## src/rtl/lsu_pkg.sv

```systemverilog
// ---------------------------------------------------------------
// lsu_pkg : funct3 codes and FSM state type for the load/store unit
// Rev 1.0
// ---------------------------------------------------------------
`default_nettype none

package lsu_pkg;

  localparam logic [2:0] F3_B  = 3'b000;
  localparam logic [2:0] F3_H  = 3'b001;
  localparam logic [2:0] F3_W  = 3'b010;
  localparam logic [2:0] F3_BU = 3'b100;
  localparam logic [2:0] F3_HU = 3'b101;

  typedef enum logic [1:0] {
    IDLE  = 2'd0,
    MERGE = 2'd1,
    RESP  = 2'd2
  } lsu_state_t;

endpackage

`default_nettype wire

```

## src/rtl/lsu_align.sv

```systemverilog
// ---------------------------------------------------------------
// lsu_align : load extraction, store lane merge and access check
// Rev 1.0
// ---------------------------------------------------------------
`default_nettype none

module lsu_align
  import lsu_pkg::*;
#(
  parameter int DATA_WIDTH = 32
) (
  input  logic [DATA_WIDTH-1:0] word,
  input  logic [DATA_WIDTH-1:0] wdata,
  input  logic [1:0]            addr_lo,
  input  logic [2:0]            funct3,
  input  logic                  is_store,
  output logic [DATA_WIDTH-1:0] load_data,
  output logic [DATA_WIDTH-1:0] merged,
  output logic                  fault
);

  logic [7:0]  byte_sel;
  logic [15:0] half_sel;
  logic        legal;
  logic        misaligned;

  always_comb begin
    byte_sel = word[{addr_lo, 3'b000} +: 8];
    half_sel = addr_lo[1] ? word[31:16] : word[15:0];
    case (funct3)
      F3_B:    load_data = {{24{byte_sel[7]}}, byte_sel};
      F3_BU:   load_data = {24'd0, byte_sel};
      F3_H:    load_data = {{16{half_sel[15]}}, half_sel};
      F3_HU:   load_data = {16'd0, half_sel};
      F3_W:    load_data = word;
      default: load_data = '0;
    endcase
  end

  // Untouched lanes keep the word read from memory; SW passes wdata straight through.
  always_comb begin
    merged = wdata;
    case (funct3)
      F3_B: begin
        merged = word;
        merged[{addr_lo, 3'b000} +: 8] = wdata[7:0];
      end
      F3_H: begin
        merged = word;
        merged[{addr_lo[1], 4'b0000} +: 16] = wdata[15:0];
      end
      default: merged = wdata;
    endcase
  end

  always_comb begin
    if (is_store) legal = (funct3 == F3_B) || (funct3 == F3_H) || (funct3 == F3_W);
    else          legal = (funct3 == F3_B) || (funct3 == F3_H) || (funct3 == F3_W) ||
                          (funct3 == F3_BU) || (funct3 == F3_HU);
    misaligned = (((funct3 == F3_H) || (funct3 == F3_HU)) && addr_lo[0]) ||
                 ((funct3 == F3_W) && (addr_lo != 2'b00));
    fault      = ~legal | misaligned;
  end

endmodule

`default_nettype wire

```

## src/rtl/load_store_unit.sv

```systemverilog
// ---------------------------------------------------------------
// load_store_unit : RV32I load/store to word-wide memory with RMW sub-word stores
// Rev 1.0
// ---------------------------------------------------------------
`default_nettype none

module load_store_unit
  import lsu_pkg::*;
#(
  parameter int DATA_WIDTH = 32,
  parameter int ADDR_WIDTH = 32
) (
  input  logic                  clk,
  input  logic                  rst_n,
  input  logic                  req,
  input  logic                  is_store,
  input  logic [2:0]            funct3,
  input  logic [ADDR_WIDTH-1:0] addr,
  input  logic [DATA_WIDTH-1:0] wdata,
  output logic [DATA_WIDTH-1:0] rdata,
  output logic                  done,
  output logic                  fault,
  output logic                  busy,
  output logic [ADDR_WIDTH-1:0] mem_a,
  output logic [DATA_WIDTH-1:0] mem_wd,
  output logic                  mem_we,
  input  logic [DATA_WIDTH-1:0] mem_rd
);

  lsu_state_t            state;
  logic [ADDR_WIDTH-1:0] addr_q;
  logic [DATA_WIDTH-1:0] wdata_q;
  logic [DATA_WIDTH-1:0] rdata_q;
  logic [DATA_WIDTH-1:0] buf_q;
  logic [2:0]            funct3_q;
  logic                  is_store_q;
  logic                  fault_q;

  logic                  in_idle;
  logic                  accept;
  logic [DATA_WIDTH-1:0] al_word;
  logic [DATA_WIDTH-1:0] al_wdata;
  logic [1:0]            al_lo;
  logic [2:0]            al_funct3;
  logic                  al_store;
  logic [DATA_WIDTH-1:0] al_load;
  logic [DATA_WIDTH-1:0] al_merged;
  logic                  al_fault;

  assign in_idle = (state == IDLE);
  assign accept  = in_idle & req;

  // One aligner serves both phases: live inputs while idle, latched operands in MERGE.
  assign al_word   = in_idle ? mem_rd   : buf_q;
  assign al_wdata  = in_idle ? wdata    : wdata_q;
  assign al_lo     = in_idle ? addr[1:0] : addr_q[1:0];
  assign al_funct3 = in_idle ? funct3   : funct3_q;
  assign al_store  = in_idle ? is_store : is_store_q;

  lsu_align #(.DATA_WIDTH(DATA_WIDTH)) u_align (
    .word      (al_word),
    .wdata     (al_wdata),
    .addr_lo   (al_lo),
    .funct3    (al_funct3),
    .is_store  (al_store),
    .load_data (al_load),
    .merged    (al_merged),
    .fault     (al_fault)
  );

  always_ff @(posedge clk) begin
    if (!rst_n) begin
      state      <= IDLE;
      addr_q     <= '0;
      wdata_q    <= '0;
      rdata_q    <= '0;
      buf_q      <= '0;
      funct3_q   <= '0;
      is_store_q <= 1'b0;
      fault_q    <= 1'b0;
    end else begin
      case (state)
        IDLE: begin
          if (req) begin
            addr_q     <= addr;
            wdata_q    <= wdata;
            funct3_q   <= funct3;
            is_store_q <= is_store;
            fault_q    <= al_fault;
            buf_q      <= mem_rd;
            rdata_q    <= (al_fault | is_store) ? '0 : al_load;
            state      <= (!al_fault && is_store && funct3 != F3_W) ? MERGE : RESP;
          end
        end
        MERGE:   state <= RESP;
        RESP:    state <= IDLE;
        default: state <= IDLE;
      endcase
    end
  end

  assign mem_a  = in_idle ? {addr[ADDR_WIDTH-1:2], 2'b00} : {addr_q[ADDR_WIDTH-1:2], 2'b00};
  assign mem_wd = al_merged;
  assign mem_we = rst_n & ((accept & is_store & (funct3 == F3_W) & ~al_fault) | (state == MERGE));
  assign done   = rst_n & (state == RESP);
  assign fault  = done & fault_q;
  assign rdata  = rdata_q;
  assign busy   = req & ~done;

endmodule

`default_nettype wire

```

## config.mk

```make
export PLATFORM = sky130hd
export DESIGN_NAME = load_store_unit
export DESIGN_NICKNAME = d
export VERILOG_FILES = /design/src/rtl/lsu_pkg.sv /design/src/rtl/lsu_align.sv /design/src/rtl/load_store_unit.sv
export SDC_FILE = /design/constraint.sdc
export NUM_CORES = 1
export LEC_CHECK = 0
export CORE_ASPECT_RATIO = 0.75
export CORE_MARGIN = 2
export CORE_UTILIZATION = 25
export CTS_BUF_LIST = sky130_fd_sc_hd__clkbuf_4 sky130_fd_sc_hd__clkbuf_8
export DETAILED_ROUTE_END_ITERATION = 12
export GPL_ROUTABILITY_DRIVEN = 1
export PLACE_DENSITY_LB_ADDON = 0.08
export SLEW_MARGIN = 20
export SYNTH_ARGS = -nofsm -noshare
export SYNTH_HDL_FRONTEND = slang
export SYNTH_SLANG_ARGS = --single-unit
```

## constraint.sdc

```tcl
create_clock -name clk -period 2.5 [get_ports clk]
set_input_delay 0.25 -clock clk [delete_from_list [all_inputs] [get_ports clk]]
set_output_delay 0.25 -clock clk [all_outputs]
set_load 0.02 [all_outputs]
```

# Word level (Yosys, flattened, before mapping)

Index checks and enable logic that the tools add are counted.

Register bits: 135
Bits of input ports: 103
Output and inout bits: 100
Logic and storage cells: 69

Add/sub/neg operators: 2
Equality and inequality tests: 9
Shift operators: 5
Multiplexer cells: 16
Bitwise operators: 14
Reductions and logical operators: 15

Operators by type and width:

| operator                                                                 | number |
|---|---|
| 32-bit case mux with 5 select lines                                      | 1 |
| 32-bit 2-to-1 mux                                                        | 4 |
| 32-bit bitwise mux                                                       | 2 |
| 32-bit case mux with 2 select lines                                      | 1 |
| 16-bit by 7-bit variable shift with 32-bit output (first input constant) | 1 |
| 8-bit by 7-bit variable shift with 32-bit output (first input constant)  | 1 |
| 16-bit by 7-bit variable part select with 32-bit output                  | 1 |
| 32-bit by 6-bit variable part select with 8-bit output                   | 1 |
| 8-bit by 7-bit variable part select with 32-bit output                   | 1 |
| 16-bit 2-to-1 mux                                                        | 1 |
| 5-bit negator with 7-bit output                                          | 2 |
| 1-bit AND                                                                | 8 |
| 3-bit by 2-bit == test with 1-bit output (second input constant)         | 2 |
| 3-bit == test (second input constant)                                    | 2 |
| 1-bit logical OR                                                         | 6 |
| 2-bit 2-to-1 mux                                                         | 3 |
| 1-bit logical AND                                                        | 4 |
| 2-bit case mux with 2 select lines                                       | 1 |
| 3-bit by 1-bit == test with 1-bit output (second input constant)         | 1 |
| 3-bit zero test                                                          | 1 |
| 3-bit 2-to-1 mux                                                         | 1 |
| 3-bit by 2-bit inequality test with 1-bit output (second input constant) | 1 |
| 1-bit inverter                                                           | 3 |
| 1-bit OR                                                                 | 3 |
| other kinds (8)                                                          | 9 |

# Logic depth before layout (Yosys ltp)

Depth after elaboration: 16
Depth in mapped cells: 11
Mapped depth without buffers: 7

# By module

Synthesis repeated with hierarchy kept, for this count alone.

Cell total of the unflattened synthesis: 896
Area, all modules: 7,671.1 µm²

By module, submodules not included:

| module          | times used | cells each | area each (µm²) | seq. area each (µm²) |
|---|---|---|---|---|
| load_store_unit | 1          | 655        | 5,969.5         | 2,702.6 |
| lsu_align       | 1          | 241        | 1,701.6         | 0.0 |

# Worst setup path before layout

OpenSTA, ideal clock, no wires.

Path type: register to output
Start: register state[1]
End: output port mem_wd[31]
Arrival: 2.495 ns
Data required time: 2.250 ns
Slack: -0.245 ns
Cell stages (with the launch flop): 12
Buffers on the path: 4
Cells stage by stage: dfxtp_1 buf_6 nor2_4 mux2i_1 buf_2 inv_2 buf_2 ha_1 clkbuf_1 nand3_1 o22ai_1 a221o_1

Longest elaborated chain between the ends: 6
Elaborated cells between the ends (all ways): 16
Those cells by class: add/sub (2); eq/ne (1); shift (4); mux (7); reduce/logical (2)

Ends and longest elaborated chain:

| item                                                                                  | RTL line                         | source |
|---|---|---|
| start: declaration                                                                    | load_store_unit.sv:30            | `lsu_state_t state;` |
| start signal: assignment                                                              | load_store_unit.sv:92            | `state <= (!al_fault && is_store && funct3 != F3_W) ? MERGE : RESP;` |
| 2-bit zero test *                                                                     | load_store_unit.sv:50            | `assign in_idle = (state == IDLE);` |
| 2-bit 2-to-1 mux                                                                      | load_store_unit.sv:56            | `assign al_lo = in_idle ? addr[1:0] : addr_q[1:0];` |
| 5-bit negator with 7-bit output (on tied branches)                                    | lsu_align.sv:50, lsu_align.sv:46 |  |
| 16-bit by 7-bit variable part select with 32-bit output, or another cell as far along | lsu_align.sv:50                  | `merged[{addr_lo[1], 4'b0000} +: 16] = wdata[15:0];` |
| 32-bit bitwise mux (on tied branches)                                                 | lsu_align.sv:50, lsu_align.sv:46 |  |
| 32-bit case mux with 2 select lines *                                                 | lsu_align.sv:43                  | `case (funct3)` |
| end: declaration                                                                      | load_store_unit.sv:25            | `output logic [DATA_WIDTH-1:0] mem_wd,` |

Mark *: on every way between the ends. The rest lies on a longest branch, timed or not.

# Worst setup path after layout

Start: register state[0]
End: output port mem_wd[10]

The elaborated chain is that of the path after synthesis.

==> results.ini <==
[clock_network]
numCtsBuffers=17
cts_buffer_depth=2
worstSkewPairLatency_ps=470
clk_pin_slew_ps=80
cts.hold.buffers_added=0
cts_tree=done
htree_levels=4
clock-sinks=135
ctsRootBufferMaster=clkbuf_8

[min_path]
hp-start=rst_n
hp-class=in -> reg

[pwr]
finalPower_uw=7333
power_leakage_uw=0.005372
p_int_uw=4813
peakVddDrop_mv=0.3231
comb_power_share_pct=38.0
power_density_nw_per_um2=580.6
swShare_pct=34.36
p_clk_share_pct=30.0
seqPwrFrac_pct=32.0
p_switching_uw=2520

[timing]
post-route-period-util_pct=116.2
rsz0062_at_grt=yes
finClkSkew_ps=18.06
setup_viol=33
fmax_ghz=0.3443
drv_slew=0
tns_ps=-10580
final-hold-violation-count=0
period_minus_slack_ps=2905
post-route-worst-setup-slack_ps=-404.8
timing.hold.ws_ps=145.3

[critical_path]
setup.worst_path.class=reg -> out
worstPathBufferInverterCount=4
start_kind=flop
critPathArrivalTime_ps=2650
r2r-start=state[1]
worstSetupEndpointType=primary output
crit_required_ps=2250
cpPeakStageDelay_ps=360
crit_start=state[0]
crit_slowest_cell=a221o_1
crit_chain=nor2_4, buf_6, mux2i_4, buf_6, ha_4, nor2b_4, nand3_4, buf_6, o22ai_4, a221o_1, buf_6
critPathMaxFanout=4
cp_common_cell=buf_6
cpLargestDelayFamily=buffers and inverters

[synthesis]
yosysWarnings=0
synth_cell_type_count=59
ys_ff_latch=135
synth_top_flop_cell=dfxtp_1
syn_inst=1038
synth_area_um2=8085
yosysSeqAreaShare_pct=33.43
avgSynthCellArea_um2=7.789
async_reset_ff_share_pct=0
synth_edf_count=0

[floorplanning]
rows=56
die_w_um=211.7
dieArea_um2=33810
die_h_um=159.7
core_area_um2=31530
io_pins=203
initial_core_util_pct=25.64

[status]
violations=negative setup slack
status=finished with violations

[finish]
fillers=3233
syn_to_final_growth_pct=56.22
final_nets=1445
drive_above_1_share_pct=23.41
final_util_pct=40.06
num_antenna_cells=0
stdcell_count=1756

[global_routing]
busiest_layer=met1
grt_pass1_vias=8450
grtUsageMet1_pct=31.05
grt_pass1_wl_um=52850
grt_usage_pct=20.66
antenna_found_initial=0
met3_usage_pct=4.543
grt_max_degree=80
met2_usage_pct=30.05
overflow=0

[drt]
wirelength_um=35430
via_count=8684
drc=0
viasPerCell=4.945
drtIter0Drc=558
ant_nets=0
firstDrtPassIters=5
routedWlPerCell_um=20.18

[run]
maxCapViolations=0

[placed_design]
io_buffers=200
hpwl_um=25440
dp_cells=1700
gp_congestion=0.8167

placed cells by master (no fill, tap or decap), drive strengths merged, types with 18 or more instances in the layout:
cell type / instances
nor2: 38
a221o: 31
a21oi: 18
mux2i: 85
o211ai: 18
clkbuf: 24
dlygate4sd2: 21
dfxtp: 135
nand2: 363
a21boi: 101
buf: 200
o22ai: 35
clkdlybuf4s50: 136
cell families after synthesis:
| logic type | Yosys count | synth area share (%) |
|---|---|---|
| buf+inv | 94 | 5.153 |
| flops | 135 | 33.43 |
| fa+ha+maj | 5 | 0.7738 |
| mux | 89 | 11.13 |
| simple gates | 442 | 22.11 |
| other cells | 1 | 0.04638 |
| compound gates | 272 | 27.36 |
routing by layer:
layer,vias up,part of all wire [%]
met1,4177,52
met5,-,0
met2,238,42
met4,0,0.77
met3,17,5.2
li1,4252,-
area by class of cell:
cell class	instances	area, um^2	share of cell area, %
Multi-Input combinational cell	810	5304	41.99
Timing Repair Buffer	370	3637	28.80
Sequential cell	135	2705	21.42
Tap cell	406	508.0	4.022
Clock buffer	19	261.5	2.070
Clock inverter	13	201.4	1.595
Inverter	3	13.76	0.1090
worst paths after layout:
check	slack [ps]	to	depth (start not counted)
worst min register to register	460	buf_q[21]	2
worst max-delay path	-400	mem_wd[10]	11
worst min-delay path	150	fault_q	2
worst max register to register	60	rdata[25]	9
cell usage after synthesis (all sizes together), types with 2 or more instances:
master   number  area [um^2]
nand4         5        31.28
o22ai        35        219.0
o21ai        12        63.81
nor2         38        150.1
nand3         4        20.02
and2          6        37.54
a22o         13        113.9
clkbuf       57        214.0
mux2          4        45.04
a221oi        3        32.53
ha            5        62.56
o211a         2        20.02
dfxtp       135         2703
buf          34        191.4
o221ai        8        76.32
nand2       363         1363
a21oi        18        90.09
and3          5        31.28
o311a         6        60.06
a221o        31        310.3
nor2b         5        31.28
o211ai       18        185.2
nor3b         5        37.54
or4           2        15.01
o21a          2        22.52
a2bb2oi      16        202.7
mux2i        85        854.6
or2           2        12.51
inv           3        11.26
a21boi      101        758.2
power by group through the flow:
stage,sequential (uW),clock (uW),combinational (uW)
after detailed placement,2390,0,2580
after global placement,2390,0,2580
after CTS,2340,2260,2690
after floorplan,2390,0,1280
final,2340,2200,2790
after global routing,2360,2360,2960
timing repair:
action,4_1_cts,5_1_grt
buffers inserted,6,14
pin swaps,26,11
gates cloned,1,4
resized for setup,267,35
endpoints found under the setup margin,63,65
registers in the layout (all words and copies together) (netlist names):
signal	count
fault_q	1
rdata	32
wdata_q	32
funct3_q	3
is_store_q	1
addr_q	32
state	2
buf_q	32
stage by stage:
stage               setup WS [ps]  area, um^2
CTS                        -475.9       12330
detailed placement         -616.9       11530
finish                     -404.8       12630
global route               -525.3       12630
floorplan                  -21.46        8139
global placement           -566.3       11530
Power figures use the tool's default switching activity.
